<file path="src/rtl/gf163_inverter_if.sv">
// gf163_inverter_if: operand/result handshake plus the operand/product path
// to the external karatsuba163 multiplier.
//   master : the surrounding datapath (issues start/a_in, returns mul_c)
//   slave  : the inverter
interface gf163_inverter_if;
   logic         start;
   logic [162:0] a_in;
   logic         busy;
   logic         done;
   logic [162:0] inv_out;
   logic [162:0] mul_a;
   logic [162:0] mul_b;
   logic [162:0] mul_c;

   modport master (
      output start, a_in, mul_c,
      input  busy, done, inv_out, mul_a, mul_b
   );

   modport slave (
      input  start, a_in, mul_c,
      output busy, done, inv_out, mul_a, mul_b
   );
endinterface

</file>
<file path="src/rtl/gf163_inverter.sv">
// gf163_inverter: Itoh-Tsujii inversion in GF(2^163), f = x^163+x^7+x^6+x^3+1.
// Addition chain 1-2-4-5-10-20-40-80-81-162 followed by one final squaring.
// Multiplications use the external karatsuba163 through mul_a/mul_b/mul_c;
// squarings are done locally.
// Build option: define GF163_QUAD_SQR_EN to square twice per cycle
// (latency 94 instead of 172, identical results).
//
// state | meaning
// IDLE  | waiting for start; inv_out holds the last result
// SQR   | acc <- acc^2 (or acc^4) until the step's squaring count is used up
// MUL   | acc <- acc * operand via the external multiplier, advance step
// FIN   | inv_out <- acc^2, done pulses in the following cycle
module gf163_inverter (
   input  logic            clk,
   input  logic            rst,
   gf163_inverter_if.slave bus
);

   typedef enum logic [1:0] {ST_IDLE, ST_SQR, ST_MUL, ST_FIN} state_t;

   state_t       state_q, state_d;
   logic [162:0] acc_q, acc_d;
   logic [162:0] base_q, base_d;
   logic [162:0] beta1_q, beta1_d;
   logic [162:0] inv_q, inv_d;
   logic [3:0]   step_q, step_d;
   logic [6:0]   cnt_q, cnt_d;
   logic         done_q, done_d;
   logic [162:0] sq1;
   logic [162:0] op_b;
   logic [162:0] mul_a, mul_b;
`ifdef GF163_QUAD_SQR_EN
   logic [162:0] sq2;
`endif

   // Squaring is a bit spread (a_i -> x^2i) followed by folding every term
   // above x^162 back with x^163 = x^7+x^6+x^3+1, highest term first so any
   // fold that lands above x^162 is folded again later in the loop.
   function automatic logic [162:0] gf_sqr(input logic [162:0] a);
      logic [324:0] s;
      s = '0;
      for (int i = 0; i < 163; i++) s[2*i] = a[i];
      for (int i = 324; i >= 163; i--) begin
         if (s[i]) s[i-163 +: 8] = s[i-163 +: 8] ^ 8'hC9;
      end
      return s[162:0];
   endfunction

   // Number of squarings preceding the multiplication of each chain step.
   function automatic logic [6:0] k_of(input logic [3:0] s);
      case (s)
         4'd0:    k_of = 7'd1;
         4'd1:    k_of = 7'd2;
         4'd2:    k_of = 7'd1;
         4'd3:    k_of = 7'd5;
         4'd4:    k_of = 7'd10;
         4'd5:    k_of = 7'd20;
         4'd6:    k_of = 7'd40;
         4'd7:    k_of = 7'd1;
         4'd8:    k_of = 7'd81;
         default: k_of = 7'd1;
      endcase
   endfunction

   assign sq1 = gf_sqr(acc_q);
`ifdef GF163_QUAD_SQR_EN
   assign sq2 = gf_sqr(sq1);
`endif

   // Steps ending at beta_5 and beta_81 add one to the exponent, so they
   // multiply by beta_1 instead of the step's starting value.
   assign op_b = ((step_q == 4'd2) || (step_q == 4'd7)) ? beta1_q : base_q;

   // Next-state, datapath updates and multiplier operands.
   always_comb begin
      state_d = state_q;
      acc_d   = acc_q;
      base_d  = base_q;
      beta1_d = beta1_q;
      inv_d   = inv_q;
      step_d  = step_q;
      cnt_d   = cnt_q;
      done_d  = 1'b0;
      mul_a   = '0;
      mul_b   = '0;
      unique case (state_q)
         ST_IDLE: begin
            // done_q high means FIN was just left; a start in that cycle is not taken.
            if (bus.start && !done_q) begin
               acc_d   = bus.a_in;
               base_d  = bus.a_in;
               beta1_d = bus.a_in;
               step_d  = 4'd0;
               cnt_d   = k_of(4'd0);
               state_d = ST_SQR;
            end
         end
         ST_SQR: begin
`ifdef GF163_QUAD_SQR_EN
            if (cnt_q >= 7'd2) begin
               acc_d = sq2;
               cnt_d = cnt_q - 7'd2;
            end else begin
               acc_d = sq1;
               cnt_d = cnt_q - 7'd1;
            end
            if (cnt_q <= 7'd2) state_d = ST_MUL;
`else
            acc_d = sq1;
            cnt_d = cnt_q - 7'd1;
            if (cnt_q == 7'd1) state_d = ST_MUL;
`endif
         end
         ST_MUL: begin
            mul_a  = acc_q;
            mul_b  = op_b;
            acc_d  = bus.mul_c;
            base_d = bus.mul_c;
            step_d = step_q + 4'd1;
            if (step_q == 4'd8) begin
               state_d = ST_FIN;
            end else begin
               cnt_d   = k_of(step_q + 4'd1);
               state_d = ST_SQR;
            end
         end
         ST_FIN: begin
            inv_d   = sq1;
            done_d  = 1'b1;
            state_d = ST_IDLE;
         end
      endcase
   end

   // State and datapath registers with synchronous reset.
   always_ff @(posedge clk) begin
      if (rst) begin
         state_q <= ST_IDLE;
         acc_q   <= '0;
         base_q  <= '0;
         beta1_q <= '0;
         inv_q   <= '0;
         step_q  <= '0;
         cnt_q   <= '0;
         done_q  <= 1'b0;
      end else begin
         state_q <= state_d;
         acc_q   <= acc_d;
         base_q  <= base_d;
         beta1_q <= beta1_d;
         inv_q   <= inv_d;
         step_q  <= step_d;
         cnt_q   <= cnt_d;
         done_q  <= done_d;
      end
   end

   assign bus.busy    = (state_q != ST_IDLE);
   assign bus.done    = done_q;
   assign bus.inv_out = inv_q;
   assign bus.mul_a   = mul_a;
   assign bus.mul_b   = mul_b;

endmodule

</file>
<file path="src/flat_wrapper.sv">
// flat-port wrapper written by rule: the top's interface ports become plain ports
module gf163_inverter_flat 
  (clk, rst, bus_start, bus_a_in, bus_mul_c, bus_busy, bus_done, bus_inv_out, bus_mul_a, bus_mul_b);
  gf163_inverter_if bus_i ();
  input  logic clk;
  input  logic rst;
  input wire logic [$bits(bus_i.start)-1:0] bus_start;
  input wire logic [$bits(bus_i.a_in)-1:0] bus_a_in;
  input wire logic [$bits(bus_i.mul_c)-1:0] bus_mul_c;
  output wire logic [$bits(bus_i.busy)-1:0] bus_busy;
  output wire logic [$bits(bus_i.done)-1:0] bus_done;
  output wire logic [$bits(bus_i.inv_out)-1:0] bus_inv_out;
  output wire logic [$bits(bus_i.mul_a)-1:0] bus_mul_a;
  output wire logic [$bits(bus_i.mul_b)-1:0] bus_mul_b;
  assign bus_i.start = bus_start;
  assign bus_i.a_in = bus_a_in;
  assign bus_i.mul_c = bus_mul_c;
  assign bus_busy = bus_i.busy;
  assign bus_done = bus_i.done;
  assign bus_inv_out = bus_i.inv_out;
  assign bus_mul_a = bus_i.mul_a;
  assign bus_mul_b = bus_i.mul_b;
  gf163_inverter u_core (.clk(clk), .rst(rst), .bus(bus_i));
endmodule
</file>
<file path="config.mk">
export PLATFORM = sky130hd
export DESIGN_NAME = gf163_inverter_flat
export DESIGN_NICKNAME = d
export VERILOG_FILES = /design/src/rtl/gf163_inverter_if.sv /design/src/rtl/gf163_inverter.sv /design/src/flat_wrapper.sv
export SDC_FILE = /design/constraint.sdc
export NUM_CORES = 2
export LEC_CHECK = 0
export ABC_AREA = 1
export BUFFER_PORTS_ARGS = -buffer_cell sky130_fd_sc_hd__buf_4
export CAP_MARGIN = 0
export CORE_AREA = 2 2 321 323
export CTS_CLUSTER_DIAMETER = 30
export CTS_CLUSTER_SIZE = 16
export DETAILED_ROUTE_END_ITERATION = 8
export DIE_AREA = 0 0 323 325
export GPL_ROUTABILITY_DRIVEN = 1
export MAX_ROUTING_LAYER = met4
export PLACE_DENSITY_LB_ADDON = 0.1
export RECOVER_POWER = 100
export SLEW_MARGIN = 25
export SYNTH_ARGS = -nofsm -noshare
export SYNTH_HDL_FRONTEND = slang
export SYNTH_SLANG_ARGS = --single-unit
</file>
<file path="constraint.sdc">
create_clock -name clk -period 3.45 [get_ports clk]
set_input_delay 0.69 -clock clk [delete_from_list [all_inputs] [get_ports clk]]
set_output_delay 0.69 -clock clk [all_outputs]
set_load 0.01 [all_outputs]
</file>
# Word level (Yosys, flattened, before mapping)
# Memories as Yosys holds them, arrays and structs flattened.
# Cells that the tools add are included.
# word_totals
in_bits	329
register_bits	666
memories	1
mem_bits_ro	112
output_inout_bits	491
# memory_table
memory	depth	word_bits	read_ports	rd_ports_with_merged_regs	write_ports	line_no	text
(no name shown)	16	7	1	0	0	gf163_inverter.sv:51	case (s)
# op_classes
n_reduce_logical	12
n_eq_ne	10
n_addsub	2
n_mux	100
bitwise_logic	84
# op_table
op	count
8-bit two-way mux	84
163-bit two-way mux	4
163-bit one-hot mux with 3 select lines	1
4-bit NOT	84
163-bit one-hot mux with 2 select lines	1
7-bit one-hot mux with 3 select lines	1
7-bit two-way mux	2
2-bit one-hot mux with 4 select lines	1
4-bit one-hot mux with 2 select lines	1
2-bit AND reduction	4
7-bit by 1-bit == test with 1-bit output (second input constant)	1
7-bit by 1-bit subtractor with 7-bit output (second input constant)	1
2-bit two-way mux	3
4-bit by 1-bit adder with 4-bit output (second input constant)	1
2-bit == test (second input constant)	2
4-bit by 2-bit == test with 1-bit output (second input constant)	1
4-bit by 3-bit == test with 1-bit output (second input constant)	1
4-bit == test (second input constant)	1
4-bit two-way mux	1
2-bit by 1-bit inequality test with 1-bit output (second input constant)	2
2-bit nonzero test	2
3-bit AND reduction	1
3-bit nonzero test	1
2-bit by 1-bit == test with 1-bit output (second input constant)	1
6 further kinds	6

# Depth between registers and ports, before layout
# depth
ltp_word	169
mapped_depth	11
ltp_nobuf	10

# Worst setup path after synthesis
# Ideal clock, no wire load.
# synth_path
kind	reg-to-output
from	register u_core.state_q[0]
to	output port bus_mul_a[108]
path_slack_ns	1.177
path_stages_with_launch	8
arrival_ns	1.583
n_path_buf	3
required_ns	2.760
cell_sequence	dfxtp_1 > inv_1 > ha_1 > clkbuf_1 > clkbuf_1 > clkbuf_1 > nand2_1 > inv_1
# synth_via
elab_chain_len	2
# synth_lines
element	line_no	text
start: declaration	gf163_inverter.sv:21	state_t state_q, state_d;
start signal: assignment	gf163_inverter.sv:147	state_q <= state_d;
2-bit == test	gf163_inverter.sv:86	unique case (state_q)
163-bit two-way mux	gf163_inverter.sv:86	
end: declaration	flat_wrapper.sv:13	output wire logic [$bits(bus_i.mul_a)-1:0] bus_mul_a;
# No other way between the ends.

# Worst setup path after layout
# layout_path
from	register u_core.step_q[0]
to	output port bus_mul_b[29]
# layout_via
elab_chain_len	4
elab_cells_between_ends	5
cone_classes	2 x eq/ne; 2 x mux; 1 x reduce/logical
# layout_lines
element	line_no	text
start: declaration	gf163_inverter.sv:26	logic [3:0] step_q, step_d;
start signal: assignment	gf163_inverter.sv:152	step_q <= step_d;
4-bit by 2-bit == test with 1-bit output / 4-bit by 3-bit == test with 1-bit output (equally long branches)	gf163_inverter.sv:72	assign op_b = ((step_q == 4'd2) || (step_q == 4'd7)) ? beta1_q : base_q;
1-bit logical OR *	gf163_inverter.sv:72	
163-bit two-way mux *	gf163_inverter.sv:72	
163-bit two-way mux *	gf163_inverter.sv:86	
end: declaration	flat_wrapper.sv:14	output wire logic [$bits(bus_i.mul_b)-1:0] bus_mul_b;
# Every way passes the cells marked *; elsewhere a longest branch is shown, timed or not.

==> summary.md <==
| Metric | Value |
|---|---|
| Number of DRC markers in iteration 0 | `around 3k` |
| Sequential share of power | `0.284` |
| R2R depth | `9` |
| Die height | `roughly 330 um` |
| Crit path buf inv count | `4` |
| Failing checks | `max-capacitance violations, max-slew violations` |
| Crit path kind | `reg2out` |
| Hold Path Class | `in2reg` |
| Post-synthesis cell area | `between 30,000 and 40,000 um2` |
| Syn Inst Count | `4,797` |
| Fin. Hold Viols | `0` |
| Post-route minimum period | `~3.3 ns` |
| Worst IR Drop VDD | `~0.7 mV` |
| Num CTS Buffers | `190` |
| Combinational fraction of design power | `0.381` |
| Grt ovf | `0` |
| # rows | `117` |
| Crit path max fanout | `34` |
| LEAKAGE | `~21 nW` |
| R2r endpoint | `u_core.base_q[83]` |
| First-pass GRT wire length | `~240 mm` |
| Via Count | `~36k` |
| Critical Path Source Type | `register` |
| Final period util | `0.9699` |
| Setup crit start | `u_core.step_q[0]` |
| CP required | `roughly 2.8 ns` |
| Hold-fix buffers at CTS | `0` |
| Critical path capture point type | `primary output` |
| Post-route ant nets | `0` |
| Vias in the first global route | `roughly 34k` |
| NumNets Final | `5,765` |
| EDFF count, synth | `0` |
| I/O pin total | `approximately 800` |
| Worst skew pair latency | `approximately 0.77 ns` |
| # setup viols final | `0` |
| Clock Sinks | `between 600 and 700` |
| Post-DP HPWL | `~120 mm` |
| Die ar. | `about 100,000 um2` |
| Root cell of the clock tree | `clkbuf_16` |
| Most numerous cell in the Yosys netlist | `nand2_1` |
| Max Cap Violations | `4` |
| CTS tree | `yes` |
| Flops & latches, synth | `roughly 670` |
| Finished Layout Cells | `6,953` |
| Worst-Margin Slew | `about 2.2 ns` |
| Syn avg cell area | `6.875 um2` |
| Pin count of the biggest net entering global routing | `about 150` |
| H-Tree Depth | `4` |
| Status | `finished with violations` |
| Cell Int Power | `29.10 mW` |
| Pre-Repair DR Iteration Count | `5` |
| RSZ-0062 raised after global routing | `true` |
| Async set-reset flop share out of synthesis | `0` |
| NetSw | `22.41 mW` |
| Fmax achieved | `0.2988 GHz` |
| Synth top area cells | `dfxtp_1 (40%), o21ai_0 (11%), a21oi_1 (10%)` |
| Leading area contributor after synthesis | `dfxtp_1` |
| Vias per inst | `approximately 5.1` |
| Initial antenna violation count | `9` |
| Commonest cells in the netlist | `nand2_1 (784), o21ai_0 (692), a21oi_1 (666), dfxtp_1 (666), inv_1 (436)` |
| Peak per-stage delay on the critical path | `roughly 0.36 ns` |
| Drt drc | `0` |
| Setup Skew | `between 0.03 and 0.04 ns` |
| Top cell type's share of synthesized area | `0.4043` |
| R2r setup slk | `a little under 0.3 ns` |
| Pwr/cell area | `1126 nW/um2` |
| Starting Density | `0.3255` |
| CP delay by family, top | `buffers and inverters` |
| Total wire length | `166.5 mm` |
| Clock-pin slew on the worst setup and hold paths | `about 0.040 ns` |
| Port buffer count | `about 820` |
| CP Cell Sequence | `inv_2 > ha_1 > nand2_1 > a21oi_4 > buf_6 > buf_16 > o21ai_0 > a21oi_1 > buf_4` |
| Fin. max-slew vios | `~360` |
| Seq/Total Area, Yosys | `0.4043` |
| Synth Flop Type | `dfxtp_1` |
| GRT Total Usage | `0.3119` |
| Core Area | `~100,000 um2` |
| Hold Slack | `roughly 0.22 ns` |
| Final Power | `51.50 mW` |
| Ys Warns | `0` |
| CP max-delay cell | `dfxtp_4` |
| Clock power share | `0.335` |
| Switching part of the total | `0.4351` |
| Post-Syn Nets | `5,138` |
| Area Overhead vs Synth | `38.71%` |
| Dpl cells | `between 6k and 7k` |
| Post-synth cell types | `27` |
| Critical Path Stages | `9` |
| Critical Path End | `bus_mul_b[29]` |
| Crit path DAT | `between 2 and 3 ns` |
| GPL Wtd Cong | `0.8830` |
| Clock buffer depth | `3` |
| Layout cells sized above 1 | `0.1943` |
| Rel. slew slack | `-0.4944` |
| R2R Path Start | `u_core.state_q[0]` |
| Wire per inst | `roughly 24 um` |
| DIE WIDTH | `323 um` |
| Hold Startpoint | `bus_mul_c[116]` |
[worst reg2reg max path, cell delays in order, from the launching register on]
cell,delay [ns]
dfxtp_1,0.32
inv_1,0.17
ha_4,0.26
clkbuf_1,0.21
inv_6,0.15
a21oi_1,0.43
buf_12,0.24
clkbuf_4,0.81
o21ai_0,0.30
a31oi_1,0.19
[power by group through the flow]
| stage | clock network, mW | registers [mW] | logic [mW] |
|---|---|---|---|
| 6_report | 17.2 | 14.6 | 19.6 |
| 5_1_grt | 17.9 | 14.8 | 21.7 |
| 4_1_cts | 17.4 | 14.6 | 20.3 |
| 3_5_place_dp | 0 | 14.7 | 20.2 |
| 3_3_place_gp | 0 | 14.7 | 20.0 |
| 2_1_floorplan | 0 | 11.9 | 13.8 |
[layer usage]
metal / global-route usage / share of wire / vias to the layer above
met3: 0.06076 / 0.064 / 346
met5: - / 0 / -
met4: 0.1571 / 0.050 / 0
li1: - / - / 17083
met1: 0.3836 / 0.43 / 16837
met2: 0.4848 / 0.46 / 1442
[layout make-up]
type / count / area [um2]
clock buffers: 275 / 5579
repair buffers: 903 / 6499
inverters: 444 / 1702
well taps: 1368 / 1712
multi-input cells: 3219 / 16090
flip-flops and latches: 666 / 13340
fillers: 10812 / 55560
diodes: 11 / 27.53
clock inverters: 67 / 794.5
[registers in the layout, indices dropped and copies added (netlist names)]
signal              flops
u_core.acc_q          163
u_core.step_q           4
u_core.state_q          2
u_core.base_q         163
u_core.bus.done         1
u_core.beta1_q        163
u_core.bus.inv_out    163
u_core.cnt_q            7
[per-stage QoR]
stage	util	instance area, um2	TNS (ns)	setup slack [ns]
finish	0.4515	45740	0	0.1037
global route	0.4515	45740	-0.1809	-0.04005
CTS	0.4590	46500	0	0.002959
detailed placement	0.3953	40040	0	0.7268
global placement	0.3953	40040	0	0.7523
floorplan	-	32980	0	1.177
[placed cells by master (no fill, tap or decap), types with 13 or more instances in the layout]
cell       synthesis  routed
xnor2_1           80      80
nand3_1           96      96
o21ai_0          692     847
dfxtp_1          666     664
buf_4             10     683
nor2_1           290     290
nand2_1          784     784
clkbuf_8           0      42
or2_2             28      28
clkbuf_1         321     211
o21ai_1          230      75
clkbuf_16          0     196
a31oi_1          163     163
bufinv_16          0      13
inv_1            436     435
clkinv_2           0      35
buf_12             0      17
a21oi_1          666     661
xor2_1           161     161
[worst min path at each step]
stage / end / slack (ns) / cells after the start
floorplan: u_core.beta1_q[100] / 0.43 / 2
global placement: u_core.beta1_q[39] / 0.44 / 2
detailed placement: u_core.beta1_q[48] / 0.44 / 2
CTS: u_core.base_q[130] / 0.17 / 3
global route: u_core.base_q[48] / 0.20 / 3
finish: u_core.base_q[116] / 0.22 / 3
[what timing repair did]
action / in CTS / in global routing
cloned: 1 / 2
endpoints found under the setup margin: 44 / 127
resized for setup: 11 / 12
setup buffers: 0 / 3
pin swaps: 0 / 2
[kinds of logic after synthesis]
kind of cell               share of synthesized area
AOI/OAI and AO/OA                             0.2742
xor gates and xnor gates                     0.06401
adders and majority gates                   0.004553
buffers and inverters                         0.1094
DFF                                           0.4043
and+or+nand+nor                               0.1435
(Power assumes the default switching activity.)
